`src/rtl/imem_loader_pkg.sv`:
```
// Shared types and constants for the boot-time instruction-memory loader.
package imem_loader_pkg;

  typedef enum logic [2:0] {
    IDLE,
    LEN,
    DATA,
    SUM,
    DONE,
    ERR
  } state_e;

  localparam int BYTES_PER_WORD = 4;

endpackage

```
`src/rtl/imem_loader_byte_to_word_packer.sv`:
```
// Packs accepted bytes little-endian into a 32-bit word and emits a one-cycle
// word-complete pulse the cycle after the last lane is filled.
module byte_to_word_packer
  import imem_loader_pkg::*;
(
  input  logic        clk_i,
  input  logic        rst_ni,
  input  logic        clear_i,
  input  logic        byte_valid_i,
  input  logic [7:0]  byte_i,
  input  logic        emit_i,
  output logic [1:0]  lane_o,
  output logic [31:0] word_o,
  output logic        word_valid_o
);

  localparam logic [1:0] LAST_LANE = 2'(BYTES_PER_WORD - 1);

  logic [1:0]  lane_q;
  logic [31:0] word_q;
  logic        word_valid_q;

  always_ff @(posedge clk_i or negedge rst_ni) begin
    if (!rst_ni) begin
      lane_q       <= '0;
      word_q       <= '0;
      word_valid_q <= 1'b0;
    end else begin
      word_valid_q <= byte_valid_i && emit_i && (lane_q == LAST_LANE);
      if (clear_i) begin
        lane_q <= '0;
        word_q <= '0;
      end else if (byte_valid_i) begin
        word_q[8*lane_q +: 8] <= byte_i;
        lane_q                <= lane_q + 2'd1;
      end
    end
  end

  // The completed word stays intact through the pulse cycle even if lane 0 of
  // the next word is accepted in that same cycle.
  assign lane_o       = lane_q;
  assign word_o       = word_q;
  assign word_valid_o = word_valid_q;

endmodule

```
`src/rtl/imem_loader.sv`:
```
// Boot loader: parses a length/payload/checksum byte frame and writes the payload
// as sequential 32-bit words into the instruction memory.
module imem_loader
  import imem_loader_pkg::*;
#(
  parameter int ADDR_W    = 10,
  parameter int MAX_WORDS = 1024
) (
  input  logic              clock_stall_fetch,
  input  logic              i_reset,
  input  logic              i_start,
  input  logic [7:0]        i_rx_data,
  input  logic              i_rx_valid,
  output logic              o_rx_ready,
  output logic              o_imem_wren,
  output logic [ADDR_W-1:0] o_imem_addr,
  output logic [31:0]       o_imem_wdata,
  output logic              o_busy,
  output logic              o_done,
  output logic              o_error,
  output logic [ADDR_W:0]   o_word_count
);

  localparam logic [ADDR_W:0] CNT_ONE = (ADDR_W+1)'(1);

  state_e          state_q;
  logic [ADDR_W:0] word_count_q;
  logic [ADDR_W:0] len_q;
  logic [7:0]      csum_q;

  logic        rx_fire;
  logic        start_fire;
  logic        pack_valid;
  logic [1:0]  lane;
  logic [31:0] word;
  logic        word_valid;
  logic [31:0] len_full;

  assign o_rx_ready = (state_q == LEN) || (state_q == DATA) || (state_q == SUM);
  assign o_busy     = o_rx_ready;
  assign o_done     = (state_q == DONE);
  assign o_error    = (state_q == ERR);

  assign rx_fire    = i_rx_valid && o_rx_ready;
  assign start_fire = i_start && !o_busy;
  assign pack_valid = rx_fire && ((state_q == LEN) || (state_q == DATA));
  // Bytes 0..2 of the length already sit in the packer; the 4th is on the bus.
  assign len_full   = {i_rx_data, word[23:0]};

  byte_to_word_packer u_packer (
    .clk_i        (clock_stall_fetch),
    .rst_ni       (i_reset),
    .clear_i      (start_fire),
    .byte_valid_i (pack_valid),
    .byte_i       (i_rx_data),
    .emit_i       (state_q == DATA),
    .lane_o       (lane),
    .word_o       (word),
    .word_valid_o (word_valid)
  );

  always_ff @(posedge clock_stall_fetch or negedge i_reset) begin
    if (!i_reset) begin
      state_q      <= IDLE;
      word_count_q <= '0;
      len_q        <= '0;
      csum_q       <= '0;
    end else begin
      if (word_valid) word_count_q <= word_count_q + CNT_ONE;
      case (state_q)
        IDLE, DONE, ERR: begin
          if (i_start) begin
            state_q      <= LEN;
            word_count_q <= '0;
            csum_q       <= '0;
          end
        end
        LEN: begin
          if (rx_fire && lane == 2'(BYTES_PER_WORD - 1)) begin
            len_q <= len_full[ADDR_W:0];
            if (len_full == 32'd0)                 state_q <= SUM;
            else if (len_full > 32'(MAX_WORDS))    state_q <= ERR;
            else                                   state_q <= DATA;
          end
        end
        DATA: begin
          // Checksum covers payload bytes only. Leave DATA on the last byte so a
          // checksum byte arriving during the final write cycle lands in SUM.
          if (rx_fire) begin
            csum_q <= csum_q + i_rx_data;
            if (lane == 2'(BYTES_PER_WORD - 1) && (word_count_q + CNT_ONE) == len_q)
              state_q <= SUM;
          end
        end
        SUM: begin
          if (rx_fire) state_q <= (i_rx_data == csum_q) ? DONE : ERR;
        end
        default: state_q <= IDLE;
      endcase
    end
  end

  assign o_imem_wren  = word_valid;
  assign o_imem_addr  = word_count_q[ADDR_W-1:0];
  assign o_imem_wdata = word;
  assign o_word_count = word_count_q;

endmodule
```
`config.mk`:
```
export PLATFORM = sky130hd
export DESIGN_NAME = imem_loader
export DESIGN_NICKNAME = d
export VERILOG_FILES = /design/src/rtl/imem_loader_pkg.sv /design/src/rtl/imem_loader_byte_to_word_packer.sv /design/src/rtl/imem_loader.sv
export SDC_FILE = /design/constraint.sdc
export NUM_CORES = 1
export LEC_CHECK = 0
export CAP_MARGIN = 20
export CORE_UTILIZATION = 38
export CTS_BUF_LIST = sky130_fd_sc_hd__clkbuf_2 sky130_fd_sc_hd__clkbuf_4 sky130_fd_sc_hd__clkbuf_8
export DETAILED_ROUTE_END_ITERATION = 7
export DONT_BUFFER_PORTS = 1
export PLACE_DENSITY = 0.52
export SETUP_SLACK_MARGIN = 0.5
export SLEW_MARGIN = 30
export SYNTH_ARGS = -nofsm -noshare
export SYNTH_HDL_FRONTEND = slang
export SYNTH_SLANG_ARGS = --single-unit
```
`constraint.sdc`:
```
create_clock -name clock_stall_fetch -period 2.1 [get_ports clock_stall_fetch]
set_input_delay 0.315 -clock clock_stall_fetch [delete_from_list [all_inputs] [get_ports clock_stall_fetch]]
set_output_delay 0.315 -clock clock_stall_fetch [all_outputs]
set_load 0.1 [all_outputs]
```
==> results.cfg <==
[yosys]
async_flop_share_pct = 100
ys.flop_type = dfrtp_1
yosysSeqAreaShare_pct = 46.4
ys_warn_count = 0
synth_cell_type_count = 49
syn-instance-count = 345
ys_ff_latch = 68
synth_edf_count = 0
syn_area_mm2 = 0.00366
syn-num-nets = 372
syn_area_per_cell_um2 = 10.6

[power]
ir_drop_mv = 0.514
p_leak_nw = 2.24
power.density_mw_per_mm2 = 1220

[final_layout]
fillers = 823
drive_gt1_share_pct = 43.9
n_antenna_cell = 0
nets = 430
final-instance-count-excl-fill = 537
stdcell_area_mm2 = 0.00495
areaGrowthSynthToFinish_pct = 35.0

[sta]
whs_ns = -0.343
fin_crit_ns = 1.90
clock.fmax_ghz = 0.526
maxSlewViolCount = 0
clock_skew_ns = 0.0124
slew_headroom_pct = 71.4
fin_ws_ns = 0.198
tightest_slew_ns = 0.426
final_hold_viol_count = 68
fin_crit_sh_pct = 90.6
finalSetupTns_ns = 0
setup_viol = 0
rsz0062_at_grt = yes

[global_route]
antenna_found_initial = 0
grt_max_degree = 69
grt_pass1_vias = 3028
overflow = 0
grt_pass1_wl_mm = 16.3
grt_usage_pct = 21.5

[worst_setup_path]
path_buf_inv = 0
crit_family = simple AND/OR/NAND/NOR gates
cp_slowest_cell = or4_4
crit_fanout = 3
arrival_ns = 2.12
slowest_delay_ns = 0.51
required_ns = 2.32
path_class = register to register
endpoint_kind = register
cp-start-kind = register
crit_chain = or4_1, or4_4, a211o_2, nand3_1, o21ai_1

[die]
die_h_um = 100
num_rows = 35
chipWidth_um = 100
core_mm2 = 0.00928
die_area_mm2 = 0.0100
pin_count = 70
initial_core_util_pct = 39.5

[clocking]
clk_path_buf_depth = 2
clk_latency_ns = 0.35
path_clk_slew_ns = 0.08
htree_levels = 3
cts-root-buf = clkbuf_8
clock_sinks = 68
numCtsBuffers = 9
cts_tree = yes

[routing]
wl_mm = 10.3
antenna_left = 0
firstDrtPassIters = 4
viasPerCell = 5.45
drt_first_iter_violations = 134
wire_per_inst_um = 19.1
vias = 2928
drc = 0

[place]
dpl-instance-area_mm2 = 0.00431
io_buffers = 0
post-dp-hpwl_mm = 6.88
preCtsSetupSlack_ns = 0.113
gp_congestion = 0.838
dp.cells = 505

[job]
drv_cap = 0

[worst_hold_path]
hold_path.class = primary input to asynchronous set/reset pin

[outcome]
failed_checks = hold timing
run_status = finished with violations
[registers in the layout (all words and copies together) (netlist names)]
register / count
state_q: 3
u_packer.word_o: 32
u_packer.word_valid_o: 1
u_packer.lane_o: 2
len_q: 11
csum_q: 8
o_word_count: 11
[logic make-up after synthesis]
| logic type | share of synthesized area (%) |
|---|---|
| xor gates and xnor gates | 6.93 |
| and+or+nand+nor | 16.9 |
| AOI/OAI and AO/OA | 15.3 |
| buffers and inverters | 4.61 |
| muxes | 4.47 |
| adders and majority gates | 5.33 |
| DFF | 46.4 |
[layout make-up]
| cell class | instances | area (µm²) | share of cell area [%] |
|---|---|---|---|
| timing repair buffer | 75 | 673 | 13.6 |
| clock inverter | 6 | 86.3 | 1.75 |
| inverter | 4 | 17.5 | 0.354 |
| multi-input combinational | 245 | 2120 | 42.8 |
| tap | 129 | 161 | 3.26 |
| clock buffer | 10 | 138 | 2.78 |
| sequential | 68 | 1750 | 35.4 |
[power by group]
part	switching (W)	internal, W	total [W]	leakage, nW
Clock	0.000524	0.000701	0.00123	0.113
Sequential	0.000145	0.00150	0.00164	0.892
Combinational	0.00207	0.00111	0.00318	1.24
[layer usage]
metal  track usage (%)  wire length (µm)  vias to the layer above
met1              25.8              4430                     1474
met3              6.55               406                        8
met2              37.6              5340                       68
li1                  -                 -                     1378
met5                 0                 0                        -
met4              5.35               102                        0
[placed cells by master, fill, tap and decap left out, types with 6 or more instances in the layout]
cell type,instances
clkbuf_8,10
o21ai_0,6
xor2_1,17
dfrtp_1,42
nor2_1,22
dfrtp_4,7
ha_1,9
nor4_1,8
nand4_1,7
a22o_1,27
mux2_2,11
buf_4,56
dfrtp_2,19
nand3_1,15
nand2_1,14
buf_6,14
nand2b_1,6
xnor2_1,10
[synth_stat cells, types with 7 or more instances]
cell type / number / area share (%)
nand4_1: 7 / 1.2
buf_4: 11 / 2.3
dfrtp_1: 68 / 46
nor2_1: 25 / 2.6
clkbuf_1: 11 / 1.1
nand3_1: 16 / 2.2
o21ai_0: 11 / 1.5
a21oi_1: 11 / 1.5
nor4_1: 9 / 1.5
xnor2_1: 11 / 2.6
nand2_1: 17 / 1.7
ha_1: 14 / 4.8
a22o_1: 27 / 6.5
xor2_1: 18 / 4.3
mux2_2: 11 / 3.4
[final timing paths]
| path | startpoint | endpoint | slack (ns) | depth (start not counted) |
|---|---|---|---|---|
| max | u_packer.word_o[23] | state_q[2] | 0.20 | 5 |
| min | i_reset | len_q[6] | -0.34 | 0 |
| max reg2reg | u_packer.word_o[23] | state_q[2] | 0.20 | 5 |
| min reg2reg | csum_q[7] | csum_q[7] | 0.51 | 1 |
| max in group asynchronous | i_reset | u_packer.word_o[17] | 2.29 | 0 |
| min in group clock_stall_fetch | i_rx_data[4] | u_packer.word_o[20] | 0.08 | 1 |
[through the flow]
step | utilization [%] | hold WS, ns | power, W
6_report | 53.3 | -0.343 | 0.00605
5_1_grt | 53.3 | -0.379 | 0.00635
4_1_cts | 51.1 | -0.365 | 0.00582
3_5_place_dp | 46.4 | 0.0214 | 0.00432
3_3_place_gp | 46.4 | 0.0216 | 0.00430
2_1_floorplan | - | 0.0194 | 0.00386
[repair_timing]
action                     CTS  global route
cloned                       0             1
hold endpoints to repair    68            68
setup endpoints to repair   72            62
pin swaps                   18            34
gates resized for setup     37            35
setup buffers               10             5
(Power assumes the default switching activity.)
